**config.mk**
```make
export PLATFORM = sky130hd
export DESIGN_NAME = regfile_write_queue
export DESIGN_NICKNAME = d
export VERILOG_FILES = /design/src/rtl/cpu24_pkg.sv /design/src/rtl/regq_match.sv /design/src/rtl/regfile_write_queue.sv
export SDC_FILE = /design/constraint.sdc
export NUM_CORES = 1
export LEC_CHECK = 0
export CORE_MARGIN = 2
export CORE_UTILIZATION = 45
export CTS_BUF_LIST = sky130_fd_sc_hd__clkbuf_8
export DETAILED_ROUTE_END_ITERATION = 7
export PLACE_DENSITY = 0.75
export SKIP_LAST_GASP = 1
export SLEW_MARGIN = 10
export SYNTH_ARGS = -nofsm -noshare
export SYNTH_HDL_FRONTEND = slang
export SYNTH_SLANG_ARGS = --single-unit
export TNS_END_PERCENT = 50
```
**constraint.sdc**
```tcl
create_clock -name Clock -period 4.2 [get_ports Clock]
set_input_delay 0.42 -clock Clock [delete_from_list [all_inputs] [get_ports Clock]]
set_output_delay 0.42 -clock Clock [all_outputs]
set_load 0.01 [all_outputs]
```
**src/rtl/cpu24_pkg.sv**
```systemverilog
// Shared types and constants for the 24-bit CPU register file write path.
package cpu24_pkg;

  localparam int DATA_W     = 24;
  localparam int REG_ADDR_W = 4;
  localparam logic [REG_ADDR_W-1:0] ZERO_REG = 4'd0;

  typedef struct packed {
    logic [REG_ADDR_W-1:0] rd;
    logic [DATA_W-1:0]     data;
  } wbq_entry_t;

endpackage

```
**src/rtl/regq_match.sv**
```systemverilog
// Newest-match lookup over the pending writeback entries, scanned in age order.
module regq_match
  import cpu24_pkg::*;
#(
  parameter int DEPTH = 4,
  parameter int PTR_W = 2
) (
  input  wbq_entry_t              entries [DEPTH],
  input  logic [DEPTH-1:0]        valid,
  input  logic [PTR_W-1:0]        wrPtr,
  input  logic [REG_ADDR_W-1:0]   lookup,
  output logic                    hit,
  output logic [DATA_W-1:0]       data
);

  logic [PTR_W-1:0] idx_s;

  // Walk oldest to newest so the entry nearest wrPtr overwrites older matches.
  always_comb begin
    hit   = 1'b0;
    data  = '0;
    idx_s = '0;
    for (int k = DEPTH; k >= 1; k--) begin
      idx_s = wrPtr - PTR_W'(k);
      if ((lookup != ZERO_REG) && valid[idx_s] && (entries[idx_s].rd == lookup)) begin
        hit  = 1'b1;
        data = entries[idx_s].data;
      end else begin
        hit  = hit;
        data = data;
      end
    end
  end

endmodule

```
**src/rtl/regfile_write_queue.sv**
```systemverilog
// Writeback FIFO draining one result per cycle onto the register file write port.
// Define REGQ_FORWARD_EN to forward pending values to the RS/RT readers.
module regfile_write_queue #(
  parameter int DEPTH  = 4,
  parameter int DATA_W = 24,
  parameter int ADDR_W = 4
) (
  input  logic              Clock,
  input  logic              Reset,
  input  logic              in_valid,
  output logic              in_ready,
  input  logic [ADDR_W-1:0] in_rd,
  input  logic [DATA_W-1:0] in_data,
  input  logic              wr_hold,
  output logic [ADDR_W-1:0] RD,
  output logic [DATA_W-1:0] WriteData,
  output logic              RegWrite,
  input  logic [ADDR_W-1:0] RS,
  input  logic [ADDR_W-1:0] RT,
  output logic              fwd_rs_hit,
  output logic [DATA_W-1:0] fwd_rs_data,
  output logic              fwd_rt_hit,
  output logic [DATA_W-1:0] fwd_rt_data,
  output logic [ADDR_W:0]   count,
  output logic              empty
);

  localparam int PTR_W = $clog2(DEPTH);
  localparam logic [ADDR_W:0]  DEPTH_C = (ADDR_W+1)'(DEPTH);
  localparam logic [ADDR_W:0]  CNT_ONE = (ADDR_W+1)'(1);
  localparam logic [PTR_W-1:0] PTR_ONE = PTR_W'(1);

  cpu24_pkg::wbq_entry_t entries_r [DEPTH];
  logic [PTR_W-1:0] wrPtr_r;
  logic [PTR_W-1:0] rdPtr_r;
  logic [ADDR_W:0]  count_r;
  logic             push_s;
  logic             pop_s;

  assign count    = count_r;
  assign empty    = (count_r == '0);
  assign in_ready = (count_r != DEPTH_C);
  assign RegWrite = !empty && !wr_hold;
  assign pop_s    = RegWrite;
  // Register 0 writes are handshaken normally but never enter the queue.
  assign push_s   = in_valid && in_ready && (in_rd != cpu24_pkg::ZERO_REG);

  // Head entry onto the write port, zero while nothing is pending.
  always_comb begin
    if (!empty) begin
      RD        = entries_r[rdPtr_r].rd;
      WriteData = entries_r[rdPtr_r].data;
    end else begin
      RD        = '0;
      WriteData = '0;
    end
  end

  // Queue storage, pointers and occupancy.
  always_ff @(posedge Clock or posedge Reset) begin
    if (Reset) begin
      wrPtr_r <= '0;
      rdPtr_r <= '0;
      count_r <= '0;
      for (int i = 0; i < DEPTH; i++) begin
        entries_r[i] <= '0;
      end
    end else begin
      if (push_s) begin
        entries_r[wrPtr_r] <= '{rd: in_rd, data: in_data};
        wrPtr_r            <= wrPtr_r + PTR_ONE;
      end
      if (pop_s) begin
        rdPtr_r <= rdPtr_r + PTR_ONE;
      end
      case ({push_s, pop_s})
        2'b10:   count_r <= count_r + CNT_ONE;
        2'b01:   count_r <= count_r - CNT_ONE;
        default: count_r <= count_r;
      endcase
    end
  end

`ifdef REGQ_FORWARD_EN
  logic [DEPTH-1:0] validMask_s;

  // An entry is live when its distance from the head is below the occupancy.
  always_comb begin
    validMask_s = '0;
    for (int i = 0; i < DEPTH; i++) begin
      validMask_s[i] = ((ADDR_W+1)'(PTR_W'(i) - rdPtr_r) < count_r);
    end
  end

  regq_match #(.DEPTH(DEPTH), .PTR_W(PTR_W)) u_matchRs (
    .entries (entries_r),
    .valid   (validMask_s),
    .wrPtr   (wrPtr_r),
    .lookup  (RS),
    .hit     (fwd_rs_hit),
    .data    (fwd_rs_data)
  );

  regq_match #(.DEPTH(DEPTH), .PTR_W(PTR_W)) u_matchRt (
    .entries (entries_r),
    .valid   (validMask_s),
    .wrPtr   (wrPtr_r),
    .lookup  (RT),
    .hit     (fwd_rt_hit),
    .data    (fwd_rt_data)
  );
`else
  logic unusedLookup_s;
  assign unusedLookup_s = ^{RS, RT};
  assign fwd_rs_hit  = 1'b0;
  assign fwd_rs_data = '0;
  assign fwd_rt_hit  = 1'b0;
  assign fwd_rt_data = '0;
`endif

endmodule

```
### After elaboration in Yosys (flattened, before gate mapping)

Cells that the tools add are included.
W data, S select, Z words.

* bits in latches: 0
* memory bits (read-only): 0
* output and inout port bits: 86
* bits of input ports: 40
* memory bits (writable): 0
* logic and storage cells: 41
* bits in registers: 121
* memories kept: 0

* shift operators: 0
* order comparisons: 3
* divide/modulo/power cells: 0
* muxes and demuxes: 9
* reductions and logical operators: 9
* equal/unequal tests: 3
* multipliers: 0
* bitwise operators: 2
* add/sub/neg operators: 4

Operators with widths (number)
* $bwmux W112: 1
* $mux W28: 3
* $bmux W28 S2: 1
* $demux W28 S2: 1
* $mux W24: 1
* $pmux W5 S2: 1
* $ge A3 B3 Y1 const B: 2
* $not A2 Y3: 2
* $add A5 B1 Y5 const B: 1
* $logic_not A5 Y1: 1
* $ne A5 B3 Y1 const B: 1
* $sub A5 B1 Y5 const B: 1
* $add A2 B1 Y2 const B: 2
* $logic_and A1 B1 Y1: 4
* $mux W4: 1
* $reduce_bool A4 Y1: 1
* $lt A3 B1 Y1 const B: 1
* $eq A2 B1 Y1 const B: 1
* $eq A2 B2 Y1 const B: 1
* $logic_not A1 Y1: 2
* $reduce_bool A2 Y1: 1

### Logic depth before layout (Yosys ltp)

* depth in word-level cells: 6
* depth in mapped cells: 12
* gate-level depth less buffers: 10

### Least setup slack after synthesis

Ideal clock, no wire load.

* path kind: register to register
* from: register count_r[1], in the netlist count[1]
* to: register count_r[4], in the netlist count[4]
* setup slack: 1.585 ns
* buffers on the path: 2
* period minus slack after synthesis: 2.615 ns
* data required time: 4.072 ns
* library setup time: 0.128 ns
* arrival: 2.487 ns
* stages on the path, launching flop included: 12
* cell sequence: dfrtp_1 buf_6 nor4_4 a21oi_1 ha_1 clkbuf_1 xor2_1 ha_1 o21a_1 o221ai_1 a2bb2oi_1 xnor2_1

* longest elaborated chain between the ends: 5
* elaborated cells on any way between the ends: 12
* classes of those cells: 2 x add/sub; 3 x eq/ne; 1 x mux; 6 x reduce/logical

Ends and longest elaborated chain
* start, declared: RTL line regfile_write_queue.sv:36 `logic [ADDR_W:0] count_r;`
* start signal, assigned: RTL line regfile_write_queue.sv:77 `2'b10: count_r <= count_r + CNT_ONE;`
* start signal, assigned: RTL line regfile_write_queue.sv:78 `2'b01: count_r <= count_r - CNT_ONE;`
* start signal, assigned: RTL line regfile_write_queue.sv:79 `default: count_r <= count_r;`
* $logic_not A5 Y1 *: RTL line regfile_write_queue.sv:41 `assign empty = (count_r == '0);`
* $logic_not A1 Y1 *
* $logic_and A1 B1 Y1 *: RTL line regfile_write_queue.sv:43 `assign RegWrite = !empty && !wr_hold;`
* net RegWrite: RTL line regfile_write_queue.sv:17 `output logic RegWrite,`
* $eq A2 B1 Y1 or $eq A2 B2 Y1 (tied branches): RTL line regfile_write_queue.sv:76 `case ({push_s, pop_s})`
* $pmux W5 S2 or $reduce_bool A2 Y1 (tied branches)

The timed path passes the listed nets; every way through them passes the cells marked *.
A chain may end at the register's enable or synchronous reset.

### Worst setup path after layout

* from: register rdPtr_r[1]
* to: output WriteData[12]

* longest elaborated chain between the ends: 5

Ends and longest elaborated chain
* start, declared: RTL line regfile_write_queue.sv:35 `logic [PTR_W-1:0] rdPtr_r;`
* start signal, assigned: RTL line regfile_write_queue.sv:74 `rdPtr_r <= rdPtr_r + PTR_ONE;`
* $not A2 Y3 (not written as such): RTL line regfile_write_queue.sv:52 `WriteData = entries_r[rdPtr_r].data;`
* $bmux W28 S2: RTL line regfile_write_queue.sv:52
* $mux W28 (not written as such) (2 in series): RTL line regfile_write_queue.sv:52
* $mux W24: RTL line regfile_write_queue.sv:50 `if (!empty) begin`
* end, declared: RTL line regfile_write_queue.sv:16 `output logic [DATA_W-1:0] WriteData,`

Every way passes these cells. The select of a mux whose other input is x is not followed.

==> flow_summary.ini <==
[route]
wl_per_cell_um = 17.7
drc = 0
drt-vias-per-instance = 5.04
drtIter0Drc = 220
drt_first_pass_iters = 4
ant_nets = 0
routed_wl_mm = 12.1
num_vias = 3442

[placement]
hpwl_mm = 7.49
gp_congestion = 0.747
dp.cells = 651
placed_area_sq_mm = 0.00697
numPortBuffers = 67

[timing]
rsz0062_at_grt = false
fin_tns_setup_ps = 0
drv_slew = 0
worstMarginPinSlew_ps = 1150
setup_viol = 0
final.min_clock_period_ps = 3280
clock_skew_ps = 16.0
fmax_mhz = 305
fin_crit_sh = 0.782
max_slew_margin = 0.236
final-hold-violation-count = 0

[synthesis]
synthArstFlopShare = 1.00
yosysWarnings = 0
ys_ff_latch = 121
syn-instance-count = 425
synth_top_area_share = 0.466
ys_seq_area_frac = 0.466
synth_edf_count = 0
yosysTopAreaCell = dfrtp_1
synth_flop_cell = dfrtp_1
ys_types = 37
syn_area_sq_mm = 0.00649
avgSynthCellArea_sq_um = 15.3
synthTopCellsByArea = dfrtp_1 (47%), mux2_4 (18%), mux4_2 (9.7%), buf_4 (5.8%), mux2_2 (5.7%)

[grt]
grtUsageTotal = 0.171
grt_pass1_wl_mm = 19.6
antenna_found_initial = 0
grt_pass1_vias = 3627
grt_max_degree = 77
grt_remaining_overflow = 0

[clock_network]
cts.sinks = 121
numCtsBuffers = 17
clock_latency_ps = 440
htreeDepth = 4
cts-root-buf = clkbuf_8
cts_max_path_buffers = 2
cts-hold-fix-buffers = 0
clk_pin_slew_ps = 60
ctsResizeCount = 0
post_cts_buffers = 0
tritoncts = built

[cells_and_area]
diodes = 0
stdcell_area_sq_mm = 0.00739
final_cell_count_no_fill = 683
post-route-util = 0.528
layout-drive-gt1-share = 0.372
fillers = 1174
area_delta_synth_final_pct = 13.7
fin_nets = 538

[run]
cap_violations = 0

[floorplanning]
rows = 43
ioPinCount = 126
start_util = 0.464
die_w_um = 124
die_h_um = 124
die_area_sq_mm = 0.0154
coreArea_sq_mm = 0.0140

[worst_setup_path]
r2r-start = count[1]
critical_path_class = reg2out
end_kind = output pin
crit_path_start = rdPtr_r[1]
critPathRequiredTime_ps = 3780
critPathArrivalTime_ps = 2860
reg2reg_to = count[4]
regToRegSetupSlack_ps = 1350
crit_fanout = 21
r2r_cells = 9
cp-start-kind = flop
cp-endpoint = WriteData[12]

[power_and_ir_drop]
ir_drop_mv = 0.325
power_mw = 6.31
p_leak_nw = 3.23
p_per_area_mw_per_mm2 = 854

[worst_hold_path]
hold_class = reg2reg
hold_path_depth = 1

[run_status]
status = complete, no violations
[cells by family after synthesis]
logic type	after synthesis	synth area share
buffers and inverters	81	0.102
AO/OA/AOI/OAI	15	0.0164
adder cells (fa/ha/maj)	8	0.0154
AND/OR/NAND/NOR	50	0.0491
other	1	0.000577
multiplexers	141	0.339
flip-flops	121	0.466
XOR/XNOR	8	0.0108
[worst min path at each step]
stage | endpoint | slack (ps) | startpoint
after floorplan | entries_r[48] | 480 | entries_r[48]
after global placement | entries_r[52] | 480 | entries_r[52]
after global routing | entries_r[82] | 520 | entries_r[82]
final | entries_r[52] | 500 | entries_r[52]
after CTS | entries_r[51] | 510 | entries_r[51]
after detailed placement | entries_r[51] | 490 | entries_r[51]
[placed cells by master (no fill, tap or decap), types with 6 or more instances in the layout]
cell type / n
mux4_2: 28
nor2b_1: 30
mux2_4: 80
mux2_2: 33
ha_1: 8
dfrtp_1: 120
clkbuf_8: 19
xnor2_1: 6
conb_1: 50
clkdlybuf4s50_1: 67
clkinv_2: 6
[worst max-delay path, cell delays in order, from the launching register on]
cell and delay [ps]:
dfrtp_1 1100, buf_4 350, mux4_2 340, nor2b_1 150, clkdlybuf4s50_1 490
[power by group]
part	total (mW)	internal, mW	switching [mW]	leakage, nW
clock	1.08	0.612	0.468	0.207
combinational	3.00	2.00	0.995	1.59
sequential	2.23	1.77	0.459	1.43
total	6.31	4.38	1.92	3.23
[state kept, by name, summed over array words and instances (netlist names)]
register	flops
count	5
rdPtr_r	2
wrPtr_r	2
entries_r	112
[cell type report]
cell class	count	area, sq um	area share
Clock buffer	19	262	0.0354
Clock inverter	13	151	0.0205
Inverter	6	25.0	0.00339
Multi-Input combinational cell	272	2990	0.404
Sequential cell	121	3030	0.410
Tap cell	180	225	0.0305
Timing Repair Buffer	72	708	0.0959
[per-stage QoR]
step	hold WS, ps	worst slack (ps)
finish	503	916
global route	516	799
CTS	506	897
detailed placement	490	968
global placement	483	1110
floorplan	475	566
[Yosys cell counts, types with 2 or more instances]
| cell | instances |
|---|---|
| o21ai_0 | 2 |
| buf_6 | 5 |
| xor2_1 | 2 |
| buf_2 | 4 |
| mux2_4 | 80 |
| mux2_2 | 33 |
| xnor2_1 | 6 |
| dfrtp_1 | 121 |
| nand2_1 | 5 |
| nor2b_1 | 30 |
| inv_1 | 6 |
| nand2b_1 | 2 |
| ha_1 | 8 |
| a21oi_1 | 3 |
| nor2_1 | 4 |
| buf_12 | 8 |
| and2_4 | 4 |
| buf_4 | 50 |
| mux4_2 | 28 |
| clkbuf_1 | 7 |
[layer usage]
layer  vias to the layer above  share of wire  global-route usage
li1                       1527              -                   -
met1                      1818           0.45               0.229
met2                        87           0.49               0.267
met3                        10          0.052              0.0545
met4                         0          0.011              0.0527
met5                         -              0                   0
Power figures use the tool's default switching activity.
